### src/rtl/serial_encode.sv
`default_nettype none
// ============================================================================
//  Module      : serial_encode
//  Description : Thermostat serial link transmitter. Captures a 192-bit frame
//                (constant header + payload inputs) on a start/ready handshake
//                and shifts it out MSB-first, one bit per BIT_PERIOD clocks,
//                with a one-cycle sample strobe mid-bit, then idles for
//                GAP_CYCLES clocks before accepting the next frame.
//  Revision    : 1.0 - initial release
// ============================================================================
module serial_encode #(
    parameter logic [31:0] PREAMBLE   = 32'hAAAA_AAAA,
    parameter logic [15:0] TYPE_1     = 16'hD391,
    parameter logic [15:0] TYPE_2     = 16'hD391,
    parameter logic [31:0] CONSTANT   = 32'h0DFF_FFFE,
    parameter int          BIT_PERIOD = 4,
    parameter int          GAP_CYCLES = 16
) (
    input  logic        clock,
    input  logic        reset,
    input  logic        start,
    output logic        ready,
    input  logic [31:0] thermostat_id,
    input  logic [15:0] room_temp,
    input  logic [15:0] set_temp,
    input  logic [7:0]  state,
    input  logic [7:0]  tail_1,
    input  logic [7:0]  tail_2,
    input  logic [7:0]  tail_3,
    output logic        serial_data,
    output logic        serial_clock,
    output logic        busy,
    output logic        done
);

    localparam int                 c_phase_w      = (BIT_PERIOD > 2) ? $clog2(BIT_PERIOD) : 1;
    localparam logic [c_phase_w-1:0] c_phase_last   = c_phase_w'(BIT_PERIOD - 1);
    localparam logic [c_phase_w-1:0] c_phase_strobe = c_phase_w'(BIT_PERIOD / 2);
    localparam logic [c_phase_w-1:0] c_phase_one    = c_phase_w'(1);
    localparam logic [15:0]        c_gap_last     = 16'(GAP_CYCLES - 1);
    localparam logic               c_has_gap      = (GAP_CYCLES != 0);
    localparam logic [7:0]         c_last_bit     = 8'd191;

    typedef enum logic [1:0] {
        S_IDLE  = 2'd0,
        S_SHIFT = 2'd1,
        S_GAP   = 2'd2
    } state_t;

    state_t                 r_state;
    logic [191:0]           r_frame;
    logic [7:0]             r_idx;
    logic [c_phase_w-1:0]   r_phase;
    logic [15:0]            r_gap;
    logic                   r_ready;
    logic                   r_busy;
    logic                   r_data;
    logic                   r_sclk;
    logic                   r_done;

    state_t                 w_state_nx;
    logic [191:0]           w_frame_nx;
    logic [7:0]             w_idx_nx;
    logic [c_phase_w-1:0]   w_phase_nx;
    logic [15:0]            w_gap_nx;
    logic                   w_done_nx;
    logic [7:0]             w_bit_sel;
    logic                   w_data_nx;
    logic                   w_sclk_nx;

    // Next-state, counter and output decode; outputs are computed from the
    // next state so every output pin comes straight from a flop.
    always_comb begin
        w_state_nx = r_state;
        w_frame_nx = r_frame;
        w_idx_nx   = r_idx;
        w_phase_nx = r_phase;
        w_gap_nx   = r_gap;
        w_done_nx  = 1'b0;

        case (r_state)
            S_IDLE: begin
                if (start) begin
                    w_frame_nx = {PREAMBLE, TYPE_1, TYPE_2, CONSTANT,
                                  thermostat_id, room_temp, set_temp, state,
                                  tail_1, tail_2, tail_3};
                    w_idx_nx   = 8'd0;
                    w_phase_nx = '0;
                    w_state_nx = S_SHIFT;
                end
            end
            S_SHIFT: begin
                if (r_phase == c_phase_last) begin
                    w_phase_nx = '0;
                    if (r_idx == c_last_bit) begin
                        // Index parks at 191; it is reloaded on the next accept.
                        w_done_nx  = 1'b1;
                        w_gap_nx   = 16'd0;
                        w_state_nx = c_has_gap ? S_GAP : S_IDLE;
                    end else begin
                        w_idx_nx = r_idx + 8'd1;
                    end
                end else begin
                    w_phase_nx = r_phase + c_phase_one;
                end
            end
            S_GAP: begin
                if (r_gap == c_gap_last) begin
                    w_gap_nx   = 16'd0;
                    w_state_nx = S_IDLE;
                end else begin
                    w_gap_nx = r_gap + 16'd1;
                end
            end
            default: begin
                w_state_nx = S_IDLE;
            end
        endcase

        w_bit_sel = c_last_bit - w_idx_nx;
        w_data_nx = (w_state_nx == S_SHIFT) ? w_frame_nx[w_bit_sel] : 1'b0;
        w_sclk_nx = (w_state_nx == S_SHIFT) && (w_phase_nx == c_phase_strobe);
    end

    // State, frame, counters and registered outputs; reset wins over start.
    always_ff @(posedge clock) begin
        if (reset) begin
            r_state <= S_IDLE;
            r_frame <= '0;
            r_idx   <= 8'd0;
            r_phase <= '0;
            r_gap   <= 16'd0;
            r_ready <= 1'b1;
            r_busy  <= 1'b0;
            r_data  <= 1'b0;
            r_sclk  <= 1'b0;
            r_done  <= 1'b0;
        end else begin
            r_state <= w_state_nx;
            r_frame <= w_frame_nx;
            r_idx   <= w_idx_nx;
            r_phase <= w_phase_nx;
            r_gap   <= w_gap_nx;
            r_ready <= (w_state_nx == S_IDLE);
            r_busy  <= (w_state_nx != S_IDLE);
            r_data  <= w_data_nx;
            r_sclk  <= w_sclk_nx;
            r_done  <= w_done_nx;
        end
    end

    assign ready        = r_ready;
    assign busy         = r_busy;
    assign serial_data  = r_data;
    assign serial_clock = r_sclk;
    assign done         = r_done;

endmodule
`default_nettype wire

### config.mk
export PLATFORM = sky130hd
export DESIGN_NAME = serial_encode
export DESIGN_NICKNAME = d
export VERILOG_FILES = /design/src/rtl/serial_encode.sv
export SDC_FILE = /design/constraint.sdc
export NUM_CORES = 1
export LEC_CHECK = 0
export ABC_AREA = 1
export BUFFER_PORTS_ARGS = -buffer_cell sky130_fd_sc_hd__buf_4
export CAP_MARGIN = 20
export CORE_ASPECT_RATIO = 1.4
export CORE_UTILIZATION = 55
export DETAILED_ROUTE_END_ITERATION = 10
export MAX_ROUTING_LAYER = met4
export PLACE_DENSITY = 0.75
export SYNTH_ARGS = -nofsm -noshare
export SYNTH_HDL_FRONTEND = slang
export SYNTH_SLANG_ARGS = --single-unit
export TNS_END_PERCENT = 50
### constraint.sdc
create_clock -name clock -period 6.1 [get_ports clock]
set_input_delay 1.22 -clock clock [delete_from_list [all_inputs] [get_ports clock]]
set_output_delay 1.22 -clock clock [all_outputs]
set_load 0.01 [all_outputs]
==> metrics.txt, run 1 <==
status finished, final reports clean; Yosys reg bits 225; CTS tree built; Die X-Extent 116.2 µm; slowest stage delay, CP 800 ps; commonest non-fill, non-tap cell in the layout nor2_1; Starting Density 55.99%; drt initial violations 983; row cnt 58; area grow syn2layout 13.85%; R2R setup slack 2480 ps; share of flip-flops with an asynchronous set or reset 0%; Critical R2R Capture serial_data$_SDFF_PP0_; vias per cell 5.519; post-DR wirelength/cell 15.60 µm; Die ar. 18,800 µm²; P_leak 5.114 nW; placed wire-length estimate 15,660 µm; most frequent CP cell nand3_1; Root Buffer clkbuf_16; CTS-repair resized insts 0; Yosys warning total 0; Final Total Pwr 3.356 mW; Max-slew headroom 34.64%; Overall Global Routing Usage 28.43%; number of synthesized flops with an enable pin 0; sequential share of the synthesized area 44.88%; clk buf depth 3; worst-skew pair later-pin latency 510 ps; CTS Hold Buffers Added 0; Hold Startpoint r_frame[184]$_SDFF_PP0_; total CTS buffers 23; cell count after synthesis 1,341; top_reg_cell synth dfxtp_1; Data required, critical path 6560 ps; vias 9,040; H-tree depth 1; R2R cell count 16; vias in the first global route 8,695; final count of pins violating max slew 0; Crit path max-delay family simple AND/OR/NAND/NOR gates; Fmax achieved 0.2729 GHz; peak fanout along the critical path 95; count of final hold-check violations 0; # clock sinks 225; post-CTS setup buffers 0; Final Setup Violations 0; worst-margin pin slew 979.0 ps; pwr dens 293.7 nW/µm²; Mapped Area 10,040 µm²; first-pass GRT wire length 41,660 µm; Port Buffer Count 103; R2R Path Start r_state[0]$_SDFF_PP0_; ANT nets after route 0; Critical Path Source start; Critical Path, Cell by Cell buf_4, nand2_8, buf_4, or2_2, o21ai_0, nand3_1, nand3_1, nand3_1, nand3_1, nand3_1, nand3_1, nand2_1, nand2_1, nand3_1, nand2_1, inv_1; final setup TNS 0 ps; largest net degree at the start of global routing 121; RSZ-0062 raised after global routing no; initial antenna violation count 0; Max VDD drop 0.1834 mV; Inserted Diodes 0; Crit path arrival time 4120 ps; Ports 104; # nets final 1,483; kind of critical path in2reg; Netlist cell types 34; fraction of layout instances using a drive strength above 1 13.66%; FILL cells 1,626; Die Ht 161.8 µm; cell depth of the worst setup path 16; final wirelength 25,550 µm; most frequent cells in the layout 258 x nor2_1, 248 x nand3_1, 225 x dfxtp_1, 177 x nand2_1, 111 x buf_4; MaxCap Viol Count 0; startpoint types input port; critical path's slowest cell buf_4; # DRC 0; Core ar. 17,920 µm²; worst setup path endpoint serial_data$_SDFF_PP0_; grt total ovfl 0; clock transition at the registers of the reported paths 70 ps; syn nets 1,443; TritonRoute pass-1 iters 5; Worst setup EP type flop; Worst Path Buf+Inv 3; worst clock skew 10.30 ps; gp weighted congestion 0.8835; Tmin final 3664 ps; Final Cycle Share 60.06%; syn avg cell area 7.484 µm²; worst min path class reg2reg
-- kinds of logic (layout without fill, tap and decap cells) --
family / Yosys count / after routing / share of synthesized area (%)
and+or+nand+nor: 753 / 753 / 33.08
DFF: 225 / 225 / 44.88
buffers and inverters: 181 / 238 / 8.590
AOI/OAI and AO/OA: 104 / 104 / 5.598
muxes: 75 / 75 / 7.480
adders and majority gates: 3 / 3 / 0.3741
-- synthesized netlist by cell type (2+ instances only) --
master / instances / area share [%]
nand3_1: 248 / 12
inv_1: 77 / 2.9
nand4_1: 16 / 1.0
a21oi_1: 31 / 1.5
nor3_1: 9 / 0.45
nor2_1: 258 / 9.6
o211ai_1: 3 / 0.22
buf_1: 5 / 0.19
nor3b_1: 2 / 0.15
or2_2: 22 / 1.4
and3_1: 2 / 0.12
inv_2: 5 / 0.19
o21ai_1: 6 / 0.30
o21ai_0: 53 / 2.6
nand2_2: 8 / 0.50
nor4_1: 2 / 0.12
clkbuf_1: 37 / 1.4
a221oi_1: 6 / 0.52
nand3b_1: 6 / 0.45
mux2i_1: 75 / 7.5
buf_6: 12 / 1.3
ha_1: 3 / 0.37
buf_2: 31 / 1.5
dfxtp_1: 225 / 45
a31oi_1: 2 / 0.12
buf_4: 13 / 0.97
nand2_1: 177 / 6.6
-- where the power goes --
group          switching, mW  leakage [nW]  internal (mW)
registers             0.0239          1.85           1.55
logic                  0.229          2.89          0.151
clock network          0.581         0.377          0.819
-- registers in the layout (all words and copies together), names as in the netlist --
name	flops
ready	1
r_gap	16
done	1
busy	1
r_idx	8
r_frame	192
serial_clock	1
serial_data	1
r_phase	2
r_state	2
-- metrics by stage --
stage          util [%]  worst slack (ps)  instance area, µm²  hold WS, ps  std cells
2_1_floorplan         -              3379               10040        408.5       1341
3_3_place_gp      59.52              2030               10670        415.0       1596
3_5_place_dp      59.52              2009               10670        418.3       1596
4_1_cts           63.74              2514               11430        427.9       1638
5_1_grt           63.74              2185               11430        450.2       1638
6_report          63.74              2436               11430        424.4       1638
-- worst register-to-register path: cells and delay by family (launching register included) --
family | cells | cell delay, ps
AO/OA/AOI/OAI | 1 | 290
buffers and inverters | 3 | 1100
flip-flops | 1 | 380
AND/OR/NAND/NOR | 12 | 1810
-- layout make-up --
| cell class | instances | area [µm²] | share of cell area (%) |
|---|---|---|---|
| Inverter | 83 | 316.6 | 2.770 |
| Multi-Input combinational cell | 935 | 4683 | 40.99 |
| Sequential cell | 225 | 4504 | 39.42 |
| Clock inverter | 13 | 128.9 | 1.128 |
| Clock buffer | 29 | 628.1 | 5.497 |
| Tap cell | 240 | 300.3 | 2.628 |
| Timing Repair Buffer | 113 | 864.6 | 7.567 |
-- how the worst min path moves through the flow --
stage	end	slack (ps)	cells after the start
after global placement	r_frame[184]$_SDFF_PP0_	420	2
after CTS	r_frame[184]$_SDFF_PP0_	430	2
after detailed placement	r_frame[184]$_SDFF_PP0_	420	2
after floorplan	r_frame[154]$_SDFF_PP0_	410	2
final	r_frame[184]$_SDFF_PP0_	420	2
after global routing	r_frame[166]$_SDFF_PP0_	450	2
-- layer usage --
metal  GRT usage (%)  vias to the layer above  routed length [µm]
met2           47.78                      277               12850
met5               -                        -                   0
met4           14.74                        0                1107
met1           32.66                     4212               10330
li1                -                     4472                   -
met3           3.843                       79                1248
Power figures use the tool's default switching activity.
==> run 2, diff against run 1 <==
--- a/config.mk
+++ b/config.mk
@@ -5,7 +5,7 @@
 export SDC_FILE = /design/constraint.sdc
 export NUM_CORES = 1
 export LEC_CHECK = 0
-export ABC_AREA = 1
+export ABC_AREA = 0
 export BUFFER_PORTS_ARGS = -buffer_cell sky130_fd_sc_hd__buf_4
 export CAP_MARGIN = 20
 export CORE_ASPECT_RATIO = 1.4
==> constraint.sdc (replaced) <==
create_clock -name clock -period 3.7 [get_ports clock]
set_input_delay 0.74 -clock clock [delete_from_list [all_inputs] [get_ports clock]]
set_output_delay 0.74 -clock clock [all_outputs]
set_load 0.01 [all_outputs]
==> run 2 against run 1 <==
Net effect: register-to-register slack worse by 2100 ps; synthesized area shrank 3.5%; clock power is 53% higher; critical endpoint unchanged; cell count down 5.1%; sequential share of layout area grew 0.43 points; highest routed layer unchanged; critical path depth shrank 5; first-iteration DRC count fell by 30%.
==> metrics.txt, run 2 <==
Yosys warning total 0; post-synthesis adder-cell area fraction 0.3874%; # clock sinks 225; peak fanout along the critical path 20; Core ar. 17,330 µm²; Final Total Pwr 5.225 mW; Fmax achieved 0.3003 GHz; most frequent cells in the layout 322 x nand2_1, 225 x dfxtp_1, 164 x nor2_1, 138 x a21oi_1, 127 x buf_4; Ports 104; Max VDD drop 0.3205 mV; Comb pwr share 8.7%; CTS-repair resized insts 0; worst clock skew 8.331 ps; drt initial violations 685; Yosys reg bits 225; Synth top cells by count 322 x nand2_1, 225 x dfxtp_1, 165 x nor2_1; final setup TNS 0 ps; hold slack 453.4 ps; first-pass GRT wire length 42,570 µm; switching power total 1.256 mW; MaxCap Viol Count 0; final setup margin 369.9 ps; Top reg by flops r_frame; post-placement cell count 1,519; worst-margin pin slew 857.0 ps; Tmin final 3330 ps; Yosys top cell by area dfxtp_1; largest family of logic cells by synthesized area simple AND/OR/NAND/NOR gates; final wirelength 26,320 µm; most area-consuming cells after synthesis dfxtp_1 46%, nand2_1 12%, a21oi_1 7.1%; Inserted Diodes 0; share of the synthesized area in the top cell type 46.49%; fraction of layout instances using a drive strength above 1 14.40%; clock transition at the registers of the reported paths 70 ps; Starting Density 55.90%; Overall Global Routing Usage 30.07%; share of flip-flops with an asynchronous set or reset 0%; total CTS buffers 22; pwr dens 462.3 nW/µm²; sequential share of the synthesized area 46.49%; Data required, critical path 4140 ps; final count of pins violating max slew 0; mux cell area share after synthesis 4.430%; top_reg_cell synth dfxtp_1; Simple-Gate Fraction of Synth Area 27.50%; Root Buffer clkbuf_16; status finished, final reports clean; Post-Place Setup Slack 311.9 ps; clk buf depth 3; most frequent cell after synthesis nand2_1; Max-slew headroom 42.86%; Synth Area in Compound Gates 16.27%; initial antenna violation count 0; number of synthesized flops with an enable pin 0; placed wire-length estimate 18,030 µm; vias 8,896; RSZ-0062 raised after global routing no; Clock power frac 41.0%; biggest regs r_frame x192, r_gap x16, r_idx x8; Die X-Extent 114.2 µm; row cnt 57; multi-input combinational cell area 4756 µm²; startpoint types flop; Netlist cell types 68; Worst setup EP type flop; CTS Hold Buffers Added 0; Post-Synth XOR/XNOR Area 0.3616%; sequential power share 50.3%; Mapped Area 9688 µm²; Die Ht 159.0 µm; post-DR wirelength/cell 16.93 µm; post-CTS setup buffers 0; Register Area 4504 µm²; Cell Int Power 3.970 mW; syn avg cell area 7.800 µm²; Die ar. 18,160 µm²; syn nets 1,344; count of final hold-check violations 0; kind of critical path reg2reg; max reg flops 192; ANT nets after route 0; P_leak 4.401 nW; gp weighted congestion 0.9069; vias in the first global route 8,452; grt total ovfl 0; commonest non-fill, non-tap cell in the layout nand2_1; # nets final 1,409; worst-skew pair later-pin latency 500 ps; switching portion of total power 24.03%; Crit path arrival time 3770 ps; Finished Layout Cells 1,555; worst min path class reg2reg; TritonRoute pass-1 iters 5; H-tree depth 1; # DRC 0; area grow syn2layout 16.67%; CTS tree built; vias per cell 5.721; largest net degree at the start of global routing 74; cell count after synthesis 1,242; FILL cells 1,534; Port Buffer Count 103; Final Cycle Share 90.00%; Final Setup Violations 0
run 2: final timing paths:
kind,slack [ps],from,end,cells after the start
setup / recovery,370,r_idx[1]$_SDFF_PP0_,serial_data$_SDFF_PP0_,11
hold / removal,450,r_frame[63]$_SDFF_PP0_,r_frame[63]$_SDFF_PP0_,2
setup reg to reg,370,r_idx[1]$_SDFF_PP0_,serial_data$_SDFF_PP0_,11
hold reg to reg,450,r_frame[63]$_SDFF_PP0_,r_frame[63]$_SDFF_PP0_,2
run 2: cell families after synthesis:
group,after synthesis
xor gates and xnor gates,4
buffers and inverters,96
muxes,39
and+or+nand+nor,622
DFF,225
AOI/OAI and AO/OA,253
adders and majority gates,3
run 2: metrics by stage:
stage | util, % | cell area, µm²
CTS | 65.22 | 11300
global route | 65.22 | 11300
floorplan | - | 9688
finish | 65.22 | 11300
detailed placement | 61.23 | 10610
global placement | 61.23 | 10610
run 2: power by group through the flow:
| stage | combinational [mW] | sequential (mW) | clock [mW] |
|---|---|---|---|
| after floorplan | 0.287 | 2.65 | 0 |
| after global placement | 0.445 | 2.68 | 0 |
| after detailed placement | 0.453 | 2.68 | 0 |
| after CTS | 0.455 | 2.63 | 2.18 |
| after global routing | 0.509 | 2.64 | 2.28 |
| final | 0.454 | 2.63 | 2.14 |
run 2: cell type report:
cell class                 instances  area share (%)
inverter                           6          0.1992
multi-input combinational        921           42.07
sequential                       225           39.85
timing repair buffer             131           9.143
clock buffer                      30           5.767
clock inverter                     6          0.3542
tap                              236           2.612
run 2: critical path, stage by stage (launching register included):
cell and delay, ps:
dfxtp_1 510, ha_1 390, nand3_1 160, o211a_1 300
nor2_1 120, buf_4 310, nand2_1 390, a21oi_1 240
o32ai_1 110, a2111oi_2 390, a31oi_1 150, a41oi_2 180
run 2: metal layers:
metal	part of all wire (%)	up-vias	global-route usage, %
li1	-	4332	-
met2	50	342	50.47
met4	4.1	0	13.11
met3	6.5	99	4.073
met1	39	4123	35.69
met5	0	-	-
==> run 3, diff against run 2 <==
--- a/config.mk
+++ b/config.mk
@@ -13,6 +13,7 @@
 export DETAILED_ROUTE_END_ITERATION = 10
 export MAX_ROUTING_LAYER = met4
 export PLACE_DENSITY = 0.75
+export RECOVER_POWER = 50
 export SYNTH_ARGS = -nofsm -noshare
 export SYNTH_HDL_FRONTEND = slang
 export SYNTH_SLANG_ARGS = --single-unit
==> run 3 against run 2 <==
Net effect: the flow now finishes with violations (capacitance limit, slew limit); worst setup slack better by 9.4 ps; clock skew grew 2.0 ps; first-iteration DRC count up 4.2%; global-route usage unchanged; flip-flop and latch count stayed put; clock power barely moved; core utilization down 0.26 points; clock-buffer cell count stayed put; hold slack is essentially flat; critical path type unchanged; non-clock buffer count is the same.
==> metrics.txt, run 3 (same netlist as run 2, synthesis figures left out) <==
largest net degree at the start of global routing 74; ANT nets after route 0; Max VDD drop 0.3208 mV; failing checks capacitance limit, slew limit; # clock sinks 225; RSZ-0062 raised after global routing no; Die ar. 18,160 µm²; Top reg by flops r_frame; status complete, but fails checks; Max-slew headroom -8.525%; Final Setup Violations 0; Ports 104; FILL cells 1,549; most frequent cells in the layout 322 x nand2_1, 225 x dfxtp_1, 164 x nor2_1, 138 x a21oi_1, 119 x buf_4; biggest regs r_frame x192, r_gap x16, r_idx x8; max reg flops 192; total CTS buffers 22; post-CTS setup buffers 0; final setup TNS 0 ps; Inserted Diodes 0; Crit path arrival time 3750 ps; Fmax achieved 0.3011 GHz; CTS-repair resized insts 0; MaxCap Viol Count 2; worst clock skew 10.36 ps; startpoint types flop; clock transition at the registers of the reported paths 60 ps; slowest stage delay, CP 500 ps; critical path's slowest cell dfxtp_1; fraction of layout instances using a drive strength above 1 13.87%; Worst setup EP type flop; final count of pins violating max slew 113; Port Buffer Count 103; post-placement cell count 1,519; peak fanout along the critical path 20; Overall Global Routing Usage 30.07%; vias in the first global route 8,452; row cnt 57; vias 8,969; CTS Hold Buffers Added 0; P_leak 4.370 nW; Crit path max-delay family compound AO/OA/AOI/OAI gates; Worst Path Buf+Inv 1; Critical Path, Cell by Cell ha_1, nand3_1, o211a_1, nor2_1, buf_4, nand2_1, a21oi_1, o32ai_1, a2111oi_2, a31oi_1, a41oi_2; Data required, critical path 4130 ps; TritonRoute pass-1 iters 5; clk buf depth 3; Starting Density 55.90%; count of final hold-check violations 0; worst min path class reg2reg; first-pass GRT wire length 42,570 µm; post-DR wirelength/cell 16.91 µm; Root Buffer clkbuf_16; Die Ht 159.0 µm; worst-margin pin slew 1628 ps; Die X-Extent 114.2 µm; Tmin final 3321 ps; initial antenna violation count 0; # nets final 1,409; pwr dens 463.6 nW/µm²; # DRC 0; Core ar. 17,330 µm²; Final Cycle Share 89.75%; final wirelength 26,290 µm; Finished Layout Cells 1,555; kind of critical path reg2reg; commonest non-fill, non-tap cell in the layout nand2_1; CTS tree built; grt total ovfl 0; area grow syn2layout 16.21%; placed wire-length estimate 18,030 µm; drt initial violations 714; vias per cell 5.768; worst-skew pair later-pin latency 510 ps; gp weighted congestion 0.9069; H-tree depth 1; Final Util 64.96%
==> run 3: cell count changes in the layout (fill, tap and decap cells not counted), sizes merged <==
| cell | before | now |
|---|---|---|
| buf | 131 | 122 |
| clkbuf | 30 | 39 |
==> run 3: area by class of cell <==
type                            count  area [µm²]  area share [%]
Multi-Input combinational cell    921        4753           42.22
Sequential cell                   225        4504           40.01
Timing Repair Buffer              131       991.0           8.802
Clock buffer                       30       651.9           5.790
Tap cell                          236       295.3           2.623
Clock inverter                      6       40.04          0.3556
Inverter                            6       22.52          0.2000
==> run 3: tightest hold or removal path, stage by stage, from the launching register on <==
cell and delay, ps:
dfxtp_1 310, nand2_1 50, a21oi_1 50
==> run 3: worst paths after layout <==
path | end | slack [ps] | startpoint | depth (start not counted)
worst min register to register | r_frame[63]$_SDFF_PP0_ | 450 | r_frame[63]$_SDFF_PP0_ | 2
worst max register to register | serial_data$_SDFF_PP0_ | 380 | r_idx[1]$_SDFF_PP0_ | 11
worst max-delay path | serial_data$_SDFF_PP0_ | 380 | r_idx[1]$_SDFF_PP0_ | 11
worst min-delay path | r_frame[63]$_SDFF_PP0_ | 450 | r_frame[63]$_SDFF_PP0_ | 2
==> run 3: stage by stage <==
stage	hold WS [ps]	instance area, µm²	setup slack, ps	total power [mW]
after floorplan	429.1	9688	1029	2.935
after global placement	441.9	10610	396.1	3.122
after detailed placement	443.9	10610	311.9	3.130
after CTS	454.1	11300	437.0	5.260
after global routing	469.0	11260	122.3	5.423
final	452.9	11260	379.3	5.219
==> run 3: per-layer routing <==
metal  part of all wire (%)  GRT usage (%)  wire (µm)
met5                      0              -          0
met4                    4.1          13.11       1068
met3                    5.7          4.073       1509
met2                     51          50.47      13320
met1                     40          35.69      10400
==> run 3: where the power goes <==
part	internal [mW]	switching, mW
Combinational	0.187	0.262
Clock	1.23	0.913
Sequential	2.55	0.0783
